<file path="config.mk">
export PLATFORM = sky130hd
export DESIGN_NAME = id_ex_stage_flat
export DESIGN_NICKNAME = d
export VERILOG_FILES = /design/src/rtl/id_ex_if.sv /design/src/rtl/id_ex_stage.sv /design/src/flat_wrapper.sv
export SDC_FILE = /design/constraint.sdc
export NUM_CORES = 1
export LEC_CHECK = 0
export CAP_MARGIN = 15
export CORE_UTILIZATION = 44
export CTS_BUF_LIST = sky130_fd_sc_hd__clkbuf_2
export CTS_CLUSTER_DIAMETER = 150
export CTS_CLUSTER_SIZE = 20
export DETAILED_ROUTE_END_ITERATION = 16
export HOLD_SLACK_MARGIN = 0.03
export PLACE_DENSITY_LB_ADDON = 0.08
export SETUP_SLACK_MARGIN = 0.4
export SLEW_MARGIN = 20
export SYNTH_ARGS = -nofsm -noshare
export SYNTH_HDL_FRONTEND = slang
export SYNTH_SLANG_ARGS = --single-unit
</file>
<file path="constraint.sdc">
create_clock -name clk -period 3.1 [get_ports clk]
set_input_delay 0.775 -clock clk [delete_from_list [all_inputs] [get_ports clk]]
set_output_delay 0.775 -clock clk [all_outputs]
set_load 0.02 [all_outputs]
</file>
<file path="src/rtl/id_ex_if.sv">
// ----------------------------------------------------------------------------
// id_ex_if : signal bundle between decode, the ID/EX stage and the ALU.
//
//   master : the decode/hazard side that drives id_*, flush, hold and the
//            EX/MEM and MEM/WB write-back snoop buses, and that observes the
//            ALU operands, EX controls and hazard_stall.
//   slave  : the id_ex_stage itself.
// ----------------------------------------------------------------------------
interface id_ex_if;
   // Decoded instruction from ID
   logic        id_valid;
   logic [4:0]  id_rs;
   logic [4:0]  id_rt;
   logic [4:0]  id_rd;
   logic [31:0] id_rs_data;
   logic [31:0] id_rt_data;
   logic [31:0] id_imm;
   logic [4:0]  id_shamt;
   logic [2:0]  id_alu_ctrl;
   logic        id_alu_src;
   logic        id_uses_rt;
   logic        id_reg_write;
   logic        id_mem_read;
   logic        id_mem_write;
   logic        id_mem_to_reg;
   // Pipeline control
   logic        flush;
   logic        hold;
   // Later-stage writers
   logic        exmem_reg_write;
   logic [4:0]  exmem_rd;
   logic [31:0] exmem_result;
   logic        memwb_reg_write;
   logic [4:0]  memwb_rd;
   logic [31:0] memwb_result;
   // EX-side outputs
   logic [31:0] alu_in1;
   logic [31:0] alu_in2;
   logic [2:0]  alu_ctrl;
   logic [31:0] ex_store_data;
   logic [4:0]  ex_rd;
   logic        ex_valid;
   logic        ex_reg_write;
   logic        ex_mem_read;
   logic        ex_mem_write;
   logic        ex_mem_to_reg;
   logic        hazard_stall;

   modport master (
      output id_valid, id_rs, id_rt, id_rd, id_rs_data, id_rt_data, id_imm,
             id_shamt, id_alu_ctrl, id_alu_src, id_uses_rt, id_reg_write,
             id_mem_read, id_mem_write, id_mem_to_reg, flush, hold,
             exmem_reg_write, exmem_rd, exmem_result,
             memwb_reg_write, memwb_rd, memwb_result,
      input  alu_in1, alu_in2, alu_ctrl, ex_store_data, ex_rd, ex_valid,
             ex_reg_write, ex_mem_read, ex_mem_write, ex_mem_to_reg,
             hazard_stall
   );

   modport slave (
      input  id_valid, id_rs, id_rt, id_rd, id_rs_data, id_rt_data, id_imm,
             id_shamt, id_alu_ctrl, id_alu_src, id_uses_rt, id_reg_write,
             id_mem_read, id_mem_write, id_mem_to_reg, flush, hold,
             exmem_reg_write, exmem_rd, exmem_result,
             memwb_reg_write, memwb_rd, memwb_result,
      output alu_in1, alu_in2, alu_ctrl, ex_store_data, ex_rd, ex_valid,
             ex_reg_write, ex_mem_read, ex_mem_write, ex_mem_to_reg,
             hazard_stall
   );
endinterface

</file>
<file path="src/rtl/id_ex_stage.sv">
// ----------------------------------------------------------------------------
// id_ex_stage : ID/EX pipeline register of the MIPS core, directly feeding
// the ALU.
//
// Ports
//   clk   : rising-edge clock
//   rst_n : asynchronous active-low reset (stage becomes a bubble)
//   bus   : id_ex_if.slave - decoded instruction, flush/hold, EX/MEM and
//           MEM/WB writer snoop buses in; ALU operands/ctrl, EX controls,
//           store data and hazard_stall out.
//
// Configuration
//   ID_EX_FWD_EN defined   : EX/MEM + MEM/WB forwarding into the operands,
//                            capture-time WB bypass, load-use stall only.
//   ID_EX_FWD_EN undefined : operands come only from stored data; decode is
//                            stalled on any RAW against a writer in EX, MEM
//                            or WB.
// ----------------------------------------------------------------------------
module id_ex_stage (
   input  logic   clk,
   input  logic   rst_n,
   id_ex_if.slave bus
);
   localparam logic [2:0] CTRL_LW  = 3'b001;
   localparam logic [2:0] CTRL_SW  = 3'b010;
   localparam logic [2:0] CTRL_SLL = 3'b101;

   typedef struct packed {
      logic        valid;
      logic        reg_write;
      logic        mem_read;
      logic        mem_write;
      logic        mem_to_reg;
      logic        alu_src;
      logic [2:0]  ctrl;
      logic [4:0]  rd;
`ifdef ID_EX_FWD_EN
      logic [4:0]  rs;
      logic [4:0]  rt;
`endif
      logic [4:0]  shamt;
      logic [31:0] rs_data;
      logic [31:0] rt_data;
      logic [31:0] imm;
   } ex_state_t;

   localparam ex_state_t BUBBLE = {$bits(ex_state_t){1'b0}};

   // A writer matches an index only if it writes and is not register 0.
   function automatic logic reg_hit(input logic we, input logic [4:0] wrd,
                                    input logic [4:0] idx);
      return we & (wrd != 5'd0) & (wrd == idx);
   endfunction

   ex_state_t   state_q, state_d, cap_s;
   logic        hazard_s;
   logic [31:0] fwd_a_s, fwd_b_s;

`ifdef ID_EX_FWD_EN
   // Only a load still in EX cannot be forwarded in time.
   assign hazard_s = rst_n & ~bus.flush & bus.id_valid & state_q.valid &
                     state_q.mem_read & (state_q.rd != 5'd0) &
                     ((state_q.rd == bus.id_rs) |
                      (bus.id_uses_rt & (state_q.rd == bus.id_rt)));
`else
   // Without forwarding every in-flight writer of a source must drain first.
   assign hazard_s = rst_n & ~bus.flush & bus.id_valid & (
         reg_hit(state_q.valid & state_q.reg_write, state_q.rd, bus.id_rs) |
         reg_hit(bus.exmem_reg_write, bus.exmem_rd, bus.id_rs) |
         reg_hit(bus.memwb_reg_write, bus.memwb_rd, bus.id_rs) |
         (bus.id_uses_rt & (
            reg_hit(state_q.valid & state_q.reg_write, state_q.rd, bus.id_rt) |
            reg_hit(bus.exmem_reg_write, bus.exmem_rd, bus.id_rt) |
            reg_hit(bus.memwb_reg_write, bus.memwb_rd, bus.id_rt))));
`endif

   // Build the captured image of the decoded instruction.
   always_comb begin
      cap_s            = BUBBLE;
      cap_s.valid      = 1'b1;
      cap_s.reg_write  = bus.id_reg_write;
      cap_s.mem_read   = bus.id_mem_read;
      cap_s.mem_write  = bus.id_mem_write;
      cap_s.mem_to_reg = bus.id_mem_to_reg;
      cap_s.alu_src    = bus.id_alu_src;
      cap_s.rd         = bus.id_rd;
      cap_s.shamt      = bus.id_shamt;
      cap_s.imm        = bus.id_imm;
      // The ALU has no 010 decode; sw address generation is an add like lw.
      if (bus.id_alu_ctrl == CTRL_SW) begin
         cap_s.ctrl = CTRL_LW;
      end else begin
         cap_s.ctrl = bus.id_alu_ctrl;
      end
`ifdef ID_EX_FWD_EN
      cap_s.rs = bus.id_rs;
      cap_s.rt = bus.id_rt;
      // WB writes the register file this same cycle; take the value now.
      if (reg_hit(bus.memwb_reg_write, bus.memwb_rd, bus.id_rs)) begin
         cap_s.rs_data = bus.memwb_result;
      end else begin
         cap_s.rs_data = bus.id_rs_data;
      end
      if (reg_hit(bus.memwb_reg_write, bus.memwb_rd, bus.id_rt)) begin
         cap_s.rt_data = bus.memwb_result;
      end else begin
         cap_s.rt_data = bus.id_rt_data;
      end
`else
      cap_s.rs_data = bus.id_rs_data;
      cap_s.rt_data = bus.id_rt_data;
`endif
   end

   // Next-state selection: hold > flush/stall > capture > bubble.
   always_comb begin
      state_d = state_q;
      if (bus.hold) begin
         state_d = state_q;
      end else if (bus.flush | hazard_s) begin
         state_d = BUBBLE;
      end else if (bus.id_valid) begin
         state_d = cap_s;
      end else begin
         state_d = BUBBLE;
      end
   end

   // Stage register.
   always_ff @(posedge clk or negedge rst_n) begin
      if (!rst_n) begin
         state_q <= BUBBLE;
      end else begin
         state_q <= state_d;
      end
   end

   // Operand forwarding: EX/MEM beats MEM/WB beats stored data.
   always_comb begin
`ifdef ID_EX_FWD_EN
      if (reg_hit(bus.exmem_reg_write, bus.exmem_rd, state_q.rs)) begin
         fwd_a_s = bus.exmem_result;
      end else if (reg_hit(bus.memwb_reg_write, bus.memwb_rd, state_q.rs)) begin
         fwd_a_s = bus.memwb_result;
      end else begin
         fwd_a_s = state_q.rs_data;
      end
      if (reg_hit(bus.exmem_reg_write, bus.exmem_rd, state_q.rt)) begin
         fwd_b_s = bus.exmem_result;
      end else if (reg_hit(bus.memwb_reg_write, bus.memwb_rd, state_q.rt)) begin
         fwd_b_s = bus.memwb_result;
      end else begin
         fwd_b_s = state_q.rt_data;
      end
`else
      fwd_a_s = state_q.rs_data;
      fwd_b_s = state_q.rt_data;
`endif
   end

   // ALU operand select; sll shifts rt by the stored shamt.
   always_comb begin
      if (state_q.ctrl == CTRL_SLL) begin
         bus.alu_in1 = fwd_b_s;
         bus.alu_in2 = {27'd0, state_q.shamt};
      end else if (state_q.alu_src) begin
         bus.alu_in1 = fwd_a_s;
         bus.alu_in2 = state_q.imm;
      end else begin
         bus.alu_in1 = fwd_a_s;
         bus.alu_in2 = fwd_b_s;
      end
   end

   assign bus.alu_ctrl      = state_q.ctrl;
   assign bus.ex_store_data = fwd_b_s;
   assign bus.ex_rd         = state_q.rd;
   assign bus.ex_valid      = state_q.valid;
   assign bus.ex_reg_write  = state_q.reg_write;
   assign bus.ex_mem_read   = state_q.mem_read;
   assign bus.ex_mem_write  = state_q.mem_write;
   assign bus.ex_mem_to_reg = state_q.mem_to_reg;
   assign bus.hazard_stall  = hazard_s;
endmodule

</file>
<file path="src/flat_wrapper.sv">
// flat-port wrapper written by rule: the top's interface ports become plain ports
module id_ex_stage_flat 
  (clk, rst_n, bus_id_valid, bus_id_rs, bus_id_rt, bus_id_rd, bus_id_rs_data, bus_id_rt_data, bus_id_imm, bus_id_shamt, bus_id_alu_ctrl, bus_id_alu_src, bus_id_uses_rt, bus_id_reg_write, bus_id_mem_read, bus_id_mem_write, bus_id_mem_to_reg, bus_flush, bus_hold, bus_exmem_reg_write, bus_exmem_rd, bus_exmem_result, bus_memwb_reg_write, bus_memwb_rd, bus_memwb_result, bus_alu_in1, bus_alu_in2, bus_alu_ctrl, bus_ex_store_data, bus_ex_rd, bus_ex_valid, bus_ex_reg_write, bus_ex_mem_read, bus_ex_mem_write, bus_ex_mem_to_reg, bus_hazard_stall);
  id_ex_if bus_i ();
  input  logic clk;
  input  logic rst_n;
  input wire logic [$bits(bus_i.id_valid)-1:0] bus_id_valid;
  input wire logic [$bits(bus_i.id_rs)-1:0] bus_id_rs;
  input wire logic [$bits(bus_i.id_rt)-1:0] bus_id_rt;
  input wire logic [$bits(bus_i.id_rd)-1:0] bus_id_rd;
  input wire logic [$bits(bus_i.id_rs_data)-1:0] bus_id_rs_data;
  input wire logic [$bits(bus_i.id_rt_data)-1:0] bus_id_rt_data;
  input wire logic [$bits(bus_i.id_imm)-1:0] bus_id_imm;
  input wire logic [$bits(bus_i.id_shamt)-1:0] bus_id_shamt;
  input wire logic [$bits(bus_i.id_alu_ctrl)-1:0] bus_id_alu_ctrl;
  input wire logic [$bits(bus_i.id_alu_src)-1:0] bus_id_alu_src;
  input wire logic [$bits(bus_i.id_uses_rt)-1:0] bus_id_uses_rt;
  input wire logic [$bits(bus_i.id_reg_write)-1:0] bus_id_reg_write;
  input wire logic [$bits(bus_i.id_mem_read)-1:0] bus_id_mem_read;
  input wire logic [$bits(bus_i.id_mem_write)-1:0] bus_id_mem_write;
  input wire logic [$bits(bus_i.id_mem_to_reg)-1:0] bus_id_mem_to_reg;
  input wire logic [$bits(bus_i.flush)-1:0] bus_flush;
  input wire logic [$bits(bus_i.hold)-1:0] bus_hold;
  input wire logic [$bits(bus_i.exmem_reg_write)-1:0] bus_exmem_reg_write;
  input wire logic [$bits(bus_i.exmem_rd)-1:0] bus_exmem_rd;
  input wire logic [$bits(bus_i.exmem_result)-1:0] bus_exmem_result;
  input wire logic [$bits(bus_i.memwb_reg_write)-1:0] bus_memwb_reg_write;
  input wire logic [$bits(bus_i.memwb_rd)-1:0] bus_memwb_rd;
  input wire logic [$bits(bus_i.memwb_result)-1:0] bus_memwb_result;
  output wire logic [$bits(bus_i.alu_in1)-1:0] bus_alu_in1;
  output wire logic [$bits(bus_i.alu_in2)-1:0] bus_alu_in2;
  output wire logic [$bits(bus_i.alu_ctrl)-1:0] bus_alu_ctrl;
  output wire logic [$bits(bus_i.ex_store_data)-1:0] bus_ex_store_data;
  output wire logic [$bits(bus_i.ex_rd)-1:0] bus_ex_rd;
  output wire logic [$bits(bus_i.ex_valid)-1:0] bus_ex_valid;
  output wire logic [$bits(bus_i.ex_reg_write)-1:0] bus_ex_reg_write;
  output wire logic [$bits(bus_i.ex_mem_read)-1:0] bus_ex_mem_read;
  output wire logic [$bits(bus_i.ex_mem_write)-1:0] bus_ex_mem_write;
  output wire logic [$bits(bus_i.ex_mem_to_reg)-1:0] bus_ex_mem_to_reg;
  output wire logic [$bits(bus_i.hazard_stall)-1:0] bus_hazard_stall;
  assign bus_i.id_valid = bus_id_valid;
  assign bus_i.id_rs = bus_id_rs;
  assign bus_i.id_rt = bus_id_rt;
  assign bus_i.id_rd = bus_id_rd;
  assign bus_i.id_rs_data = bus_id_rs_data;
  assign bus_i.id_rt_data = bus_id_rt_data;
  assign bus_i.id_imm = bus_id_imm;
  assign bus_i.id_shamt = bus_id_shamt;
  assign bus_i.id_alu_ctrl = bus_id_alu_ctrl;
  assign bus_i.id_alu_src = bus_id_alu_src;
  assign bus_i.id_uses_rt = bus_id_uses_rt;
  assign bus_i.id_reg_write = bus_id_reg_write;
  assign bus_i.id_mem_read = bus_id_mem_read;
  assign bus_i.id_mem_write = bus_id_mem_write;
  assign bus_i.id_mem_to_reg = bus_id_mem_to_reg;
  assign bus_i.flush = bus_flush;
  assign bus_i.hold = bus_hold;
  assign bus_i.exmem_reg_write = bus_exmem_reg_write;
  assign bus_i.exmem_rd = bus_exmem_rd;
  assign bus_i.exmem_result = bus_exmem_result;
  assign bus_i.memwb_reg_write = bus_memwb_reg_write;
  assign bus_i.memwb_rd = bus_memwb_rd;
  assign bus_i.memwb_result = bus_memwb_result;
  assign bus_alu_in1 = bus_i.alu_in1;
  assign bus_alu_in2 = bus_i.alu_in2;
  assign bus_alu_ctrl = bus_i.alu_ctrl;
  assign bus_ex_store_data = bus_i.ex_store_data;
  assign bus_ex_rd = bus_i.ex_rd;
  assign bus_ex_valid = bus_i.ex_valid;
  assign bus_ex_reg_write = bus_i.ex_reg_write;
  assign bus_ex_mem_read = bus_i.ex_mem_read;
  assign bus_ex_mem_write = bus_i.ex_mem_write;
  assign bus_ex_mem_to_reg = bus_i.ex_mem_to_reg;
  assign bus_hazard_stall = bus_i.hazard_stall;
  id_ex_stage u_core (.clk(clk), .rst_n(rst_n), .bus(bus_i));
endmodule
</file>
==> out/qor.csv, run 1 <==
metric;value;unit
Synth area leaders;dfrtp_1, nand3b_1, nand2_1, o31ai_1, o31ai_2;
vias;6998;
failing checks;setup timing;
Combinational Power Share;27.1;%
Power Density;329;nW/um2
Max Cap Viol;0;
Startpoint Class;input pin;
Synth area leader;dfrtp_1;
fin crit period;3.21;ns
Clk pin slew, worst setup/hold paths;0.21;ns
die span in y;129;um
Worst slew margin;45.5;%
Worst setup EP type;output port;
global-route wire length before repair;38.1;mm
R2R setup slack;0.80;ns
final hold violations;0;
Final Slew Violations;0;
Worst Reg-to-Reg Cells;8;
GR Overflow Total;0;
f_max;311;MHz
Syn. warnings;0;
Worst Path Required;2.32;ns
GR Util All Layers;30.3;%
multi-input logic area;4400;um2
Starting Density;45.0;%
final setup skew;0.0308;ns
TritonCTS clock tree;yes;
H-tree depth;4;
Placer Congestion;0.822;
Layout area overhead;66.1;%
io pins;316;
Synth Net Count;1004;
register area;2900;um2
leakage;5.40;nW
PortBufs;251;
critical path arrival;2.44;ns
CORE AREA;15800;um2
Via density;5.47;
Setup Crit Path Kind;in2out;
synthesized area;7120;um2
CTS root buffer;clkbuf_2;
Final Instance Area;11800;um2
drt first-iter violations;499;
Layout fillers;1133;
share of layout cells above drive strength 1;35.5;%
Critical Path Fanout Max;3;
combinational family with the most area after synthesis;simple AND/OR/NAND/NOR gates;
synthesized flop and latch total;115;
fin crit share;104;%
wire per inst;19.7;um
share of Yosys cell area claimed by the top area cell type;40.4;%
setup slack after layout;-0.110;ns
worst min path class;in2async;
later-pin clock latency in the skew report;0.71;ns
drt drc;0;
Largest Register;u_core.state_q;
Seq pwr share;43.4;%
WL final;25.2;mm
Post-Synth Adder-Cell Area;0;%
drt first pass iters;5;
Switching Share;31.5;%
Area after DPL;9580;um2
worst vdd ir;0.228;mV
fin util;74.7;%
Synth Area in Compound Gates;16.4;%
Sinks on Clock Net;115;
FP Rows;46;
Post-DRT Antenna Nets;0;
Synth Area in Simple Gates;26.2;%
Final HPWL DP;14.6;mm
Layout Nets;1255;
post-synthesis mux area share;4.50;%
RSZ-0062 raised after global routing;yes;
Psw;1.23;mW
count of final setup violators;1;
CTS Buf Count;17;
number of global-route vias before repair;6776;
largest net degree at the start of global routing;113;
clock buffer depth;2;
r2r startpoint;u_core.bus.ex_rd[1];
Die W;129;um
register area share after synthesis;40.4;%
mean post-synth cell area;8.92;um2
reg2reg end;u_core.fwd_a_s[0];
status;finished with violations;
clock share of power;29.5;%
initial antenna violation count;3;
Post-Synthesis Cells;798;
internal power;2.66;mW
Synth Area in XOR/XNOR;3.69;%
max reg flops;38;
Slew @ Worst Pin;0.817;ns
die area;16700;um2
Yosys cell types;29;
[worst max-delay path by stage]
stage / from / endpoint / slack (ns) / cells after the start
global route: u_core.bus.ex_rd[1] / bus_hazard_stall / -0.17 / 7
CTS: u_core.bus.ex_rd[1] / bus_hazard_stall / -0.09 / 5
finish: bus_memwb_rd[4] / bus_hazard_stall / -0.11 / 6
floorplan: bus_exmem_rd[4] / bus_hazard_stall / 0.18 / 7
global placement: bus_exmem_rd[0] / bus_hazard_stall / -0.17 / 6
detailed placement: bus_exmem_rd[0] / bus_hazard_stall / -0.18 / 6
[cells in the mapped netlist]
master / count
a21oi_2: 1
a32oi_1: 2
and3b_1: 1
buf_1: 1
buf_2: 6
buf_4: 43
buf_6: 2
clkbuf_1: 65
dfrtp_1: 115
mux2i_1: 32
nand2_1: 216
nand2b_1: 1
nand3_1: 2
nand3b_1: 113
nor2_1: 30
nor2b_1: 2
nor3_1: 3
nor4_1: 3
o2111ai_1: 1
o211ai_1: 3
o21a_1: 1
o21ai_0: 6
o22ai_2: 1
o31ai_1: 75
o31ai_2: 39
o41ai_1: 1
or4_1: 3
xnor2_1: 5
xor2_1: 25
[cell usage in the layout, fill, tap and decap left out, types with 14 or more instances in the layout]
cell type        synthesis  layout
buf_12                   0      17
buf_4                   43      34
buf_6                    2      90
clkbuf_2                 0      17
clkdlybuf4s50_1          0     158
dfrtp_1                115      99
dfrtp_2                  0      15
dlymetal6s2s_1           0      14
mux2i_1                 32      32
nand2_1                216     124
nand2_2                  0      36
nand2_4                  0      56
nand3b_1               113     113
nor2_4                   0      27
o31ai_1                 75      75
o31ai_2                 39      39
xor2_1                  25      25
[critical path, stage by stage]
cell and delay (ns):
clkdlybuf4s50_1 0.48, or4_1 0.43, o211ai_1 0.32, a21oi_4 0.08
o21a_1 0.21, buf_6 0.13
[stage by stage]
stage	power, mW	TNS, ns	hold slack (ns)	instances	setup WS (ns)
2_1_floorplan	2.11	0	0.448	798	0.176
3_3_place_gp	2.57	-4.00	0.458	1177	-0.172
3_5_place_dp	2.58	-6.30	0.466	1177	-0.176
4_1_cts	3.84	-0.0852	0.0320	1267	-0.0852
5_1_grt	4.05	-0.524	0.114	1279	-0.174
6_report	3.89	-0.110	0.144	1279	-0.110
[cell type report]
cell class              count  area share [%]
well taps                 216            2.29
flip-flops and latches    115            24.5
clock inverters            15            1.61
clock buffers              17           0.720
multi-input cells         566            37.2
repair buffers            349            33.6
diodes                      1          0.0212
[metal layers]
| metal | part of all wire [%] | up-vias | track usage (%) |
|---|---|---|---|
| li1 | - | 3247 | - |
| met1 | 43 | 3456 | 41.1 |
| met2 | 48 | 260 | 48.0 |
| met3 | 6.4 | 35 | 6.44 |
| met4 | 2.3 | 0 | 10.0 |
| met5 | 0 | - | 0 |
[power groups by stage]
stage | clock, mW | sequential [mW] | combinational (mW)
3_5_place_dp | 0 | 1.69 | 0.892
3_3_place_gp | 0 | 1.69 | 0.881
2_1_floorplan | 0 | 1.67 | 0.447
4_1_cts | 1.15 | 1.67 | 1.02
5_1_grt | 1.23 | 1.70 | 1.12
6_report | 1.15 | 1.69 | 1.05
[cells by family (layout without fill, tap and decap cells)]
| group | count (synthesis) | count (layout) |
|---|---|---|
| and+or+nand+nor | 374 | 374 |
| AOI/OAI and AO/OA | 130 | 130 |
| buffers and inverters | 117 | 381 |
| DFF | 115 | 115 |
| muxes | 32 | 32 |
| xor gates and xnor gates | 30 | 30 |
| other | 0 | 1 |
[timing repair]
| item | in CTS | in global routing |
|---|---|---|
| cloned | 12 | 0 |
| endpoints found under the setup margin | 65 | 86 |
| endpoints found under the hold margin | 12 | 6 |
| hold buffers | 1 | 1 |
| pin swaps | 56 | 44 |
| buffers inserted | 45 | 10 |
| resized for setup | 613 | 99 |
(Power assumes the default switching activity.)
==> run 2, diff against run 1 <==
PLACE_DENSITY = 0.82   (was not set)
PLACE_DENSITY_LB_ADDON = not set   (was 0.08)
SETUP_SLACK_MARGIN = 0.5   (was 0.4)
==> out/qor.csv, run 2 (synthesis gave the netlist of run 1 again) <==
metric;value;unit
drt first-iter violations;615;
CTS Buf Count;17;
Startpoint Class;input pin;
critical path arrival;2.50;ns
PortBufs;251;
worst min path class;in2async;
fin crit period;3.27;ns
final setup skew;0.0182;ns
Layout area overhead;59.9;%
buffer and inverter count on the worst path;2;
register area;2890;um2
critical path cell sequence;clkdlybuf4s50_1 > xor2_1 > nor4_1 > a32oi_1 > o22ai_4 > o21a_1 > buf_6;
f_max;305;MHz
Placer Congestion;0.829;
setup slack after layout;-0.174;ns
CORE AREA;15800;um2
drt first pass iters;6;
drt drc;0;
TritonCTS clock tree;yes;
initial antenna violation count;2;
most common cell after layout, fill and taps aside;nand2_1;
Max Cap Viol;0;
io pins;316;
GR Util All Layers;28.3;%
non-filler cells, final;1273;
Placed Cells;1180;
Post-DRT Antenna Nets;0;
final hold violations;0;
Final HPWL DP;14.4;mm
r2r startpoint;u_core.bus.ex_rd[1];
WL final;24.9;mm
wire per inst;19.6;um
count of final setup violators;1;
multi-input logic area;4300;um2
Largest Register;u_core.state_q;
Clk pin slew, worst setup/hold paths;0.19;ns
RSZ-0062 raised after global routing;yes;
Critical Path Fanout Max;3;
die span in y;129;um
Starting Density;45.0;%
leakage;5.28;nW
max reg flops;38;
Setup Crit Path Kind;in2out;
Layout Nets;1249;
R2R setup slack;0.64;ns
CP startpoint;bus_id_rt[1];
Sinks on Clock Net;115;
reg2reg end;u_core.fwd_a_s[2];
Slew @ Worst Pin;0.877;ns
GR Overflow Total;0;
fin crit share;106;%
hold slack;0.177;ns
Final Instance Area;11400;um2
status;finished with violations;
number of global-route vias before repair;6682;
FP Rows;46;
failing checks;setup timing;
CTS root buffer;clkbuf_2;
worst vdd ir;0.199;mV
Worst Reg-to-Reg Cells;9;
Final Slew Violations;0;
largest net degree at the start of global routing;118;
Power Density;337;nW/um2
global-route wire length before repair;36.0;mm
Die W;129;um
die area;16700;um2
later-pin clock latency in the skew report;0.71;ns
Tot Pwr;3.83;mW
slowest CP cell;clkdlybuf4s50_1;
vias;7108;
max incr delay on CP;0.51;ns
share of layout cells above drive strength 1;32.7;%
Layout fillers;1089;
H-tree depth;4;
Worst Path Required;2.32;ns
Area after DPL;9630;um2
Worst setup EP type;output port;
Worst slew margin;41.6;%
most frequent cells in the layout;nand2_1, clkdlybuf4s50_1, nand3b_1, dfrtp_1, buf_6;
clock buffer depth;2;
Top delay family on crit path;buffers and inverters;
Via density;5.58;
## run 2: cell count changes in the layout (fill, tap and decap cells not counted), moves of 3 or more
cell | before | now
buf_16 | 12 | 5
buf_4 | 34 | 45
buf_6 | 90 | 85
buf_8 | 10 | 7
clkdlybuf4s50_1 | 158 | 138
clkinv_2 | 3 | 6
clkinvlp_4 | 4 | 1
dfrtp_1 | 99 | 109
dfrtp_2 | 15 | 5
dlygate4sd2_1 | 12 | 40
dlymetal6s2s_1 | 14 | 5
mux2i_1 | 32 | 29
nand2_1 | 124 | 149
nand2_4 | 56 | 33
## run 2: metal layers
layer	global-route usage [%]	vias to the layer above	wire length (um)
met1	35.5	3485	10100
met3	6.44	69	1450
met5	0	-	13
met4	13.1	2	913
met2	46.6	323	12500
li1	-	3229	-
## run 2: worst max path at each step
stage                        to  cells past startpoint
3_3_place_gp   bus_hazard_stall                      6
4_1_cts        bus_hazard_stall                      5
3_5_place_dp   bus_hazard_stall                      7
5_1_grt        bus_hazard_stall                      7
6_report       bus_hazard_stall                      7
2_1_floorplan  bus_hazard_stall                      7
## run 2: timing repair
action / in CTS / in global routing
endpoints found under the setup margin: 105 / 103
hold endpoints to repair: 3 / 0
cloned: 5 / 0
pin swaps: 16 / 50
hold buffers: 2 / 0
gates resized for setup: 526 / 146
setup buffers: 31 / 22
## run 2: through the flow
step | util (%) | setup TNS [ns] | worst slack (ns)
2_1_floorplan | - | 0 | 0.176
3_3_place_gp | 60.8 | -0.302 | -0.207
3_5_place_dp | 60.8 | -2.02 | -0.218
4_1_cts | 67.1 | -0.267 | -0.190
5_1_grt | 71.9 | -1.32 | -0.255
6_report | 71.9 | -0.174 | -0.174
## run 2: report_power, final
part	switching, mW	total (mW)	internal, mW
Combinational	0.506	1.03	0.525
Sequential	0.0908	1.68	1.59
Clock	0.597	1.12	0.523
## run 2: area by class of cell
cell class | count | area share [%]
Tap cell | 216 | 2.38
Antenna cell | 1 | 0.0220
Clock inverter | 13 | 1.45
Clock buffer | 19 | 0.836
Timing Repair Buffer | 343 | 32.2
Multi-Input combinational cell | 566 | 37.8
Sequential cell | 115 | 25.4
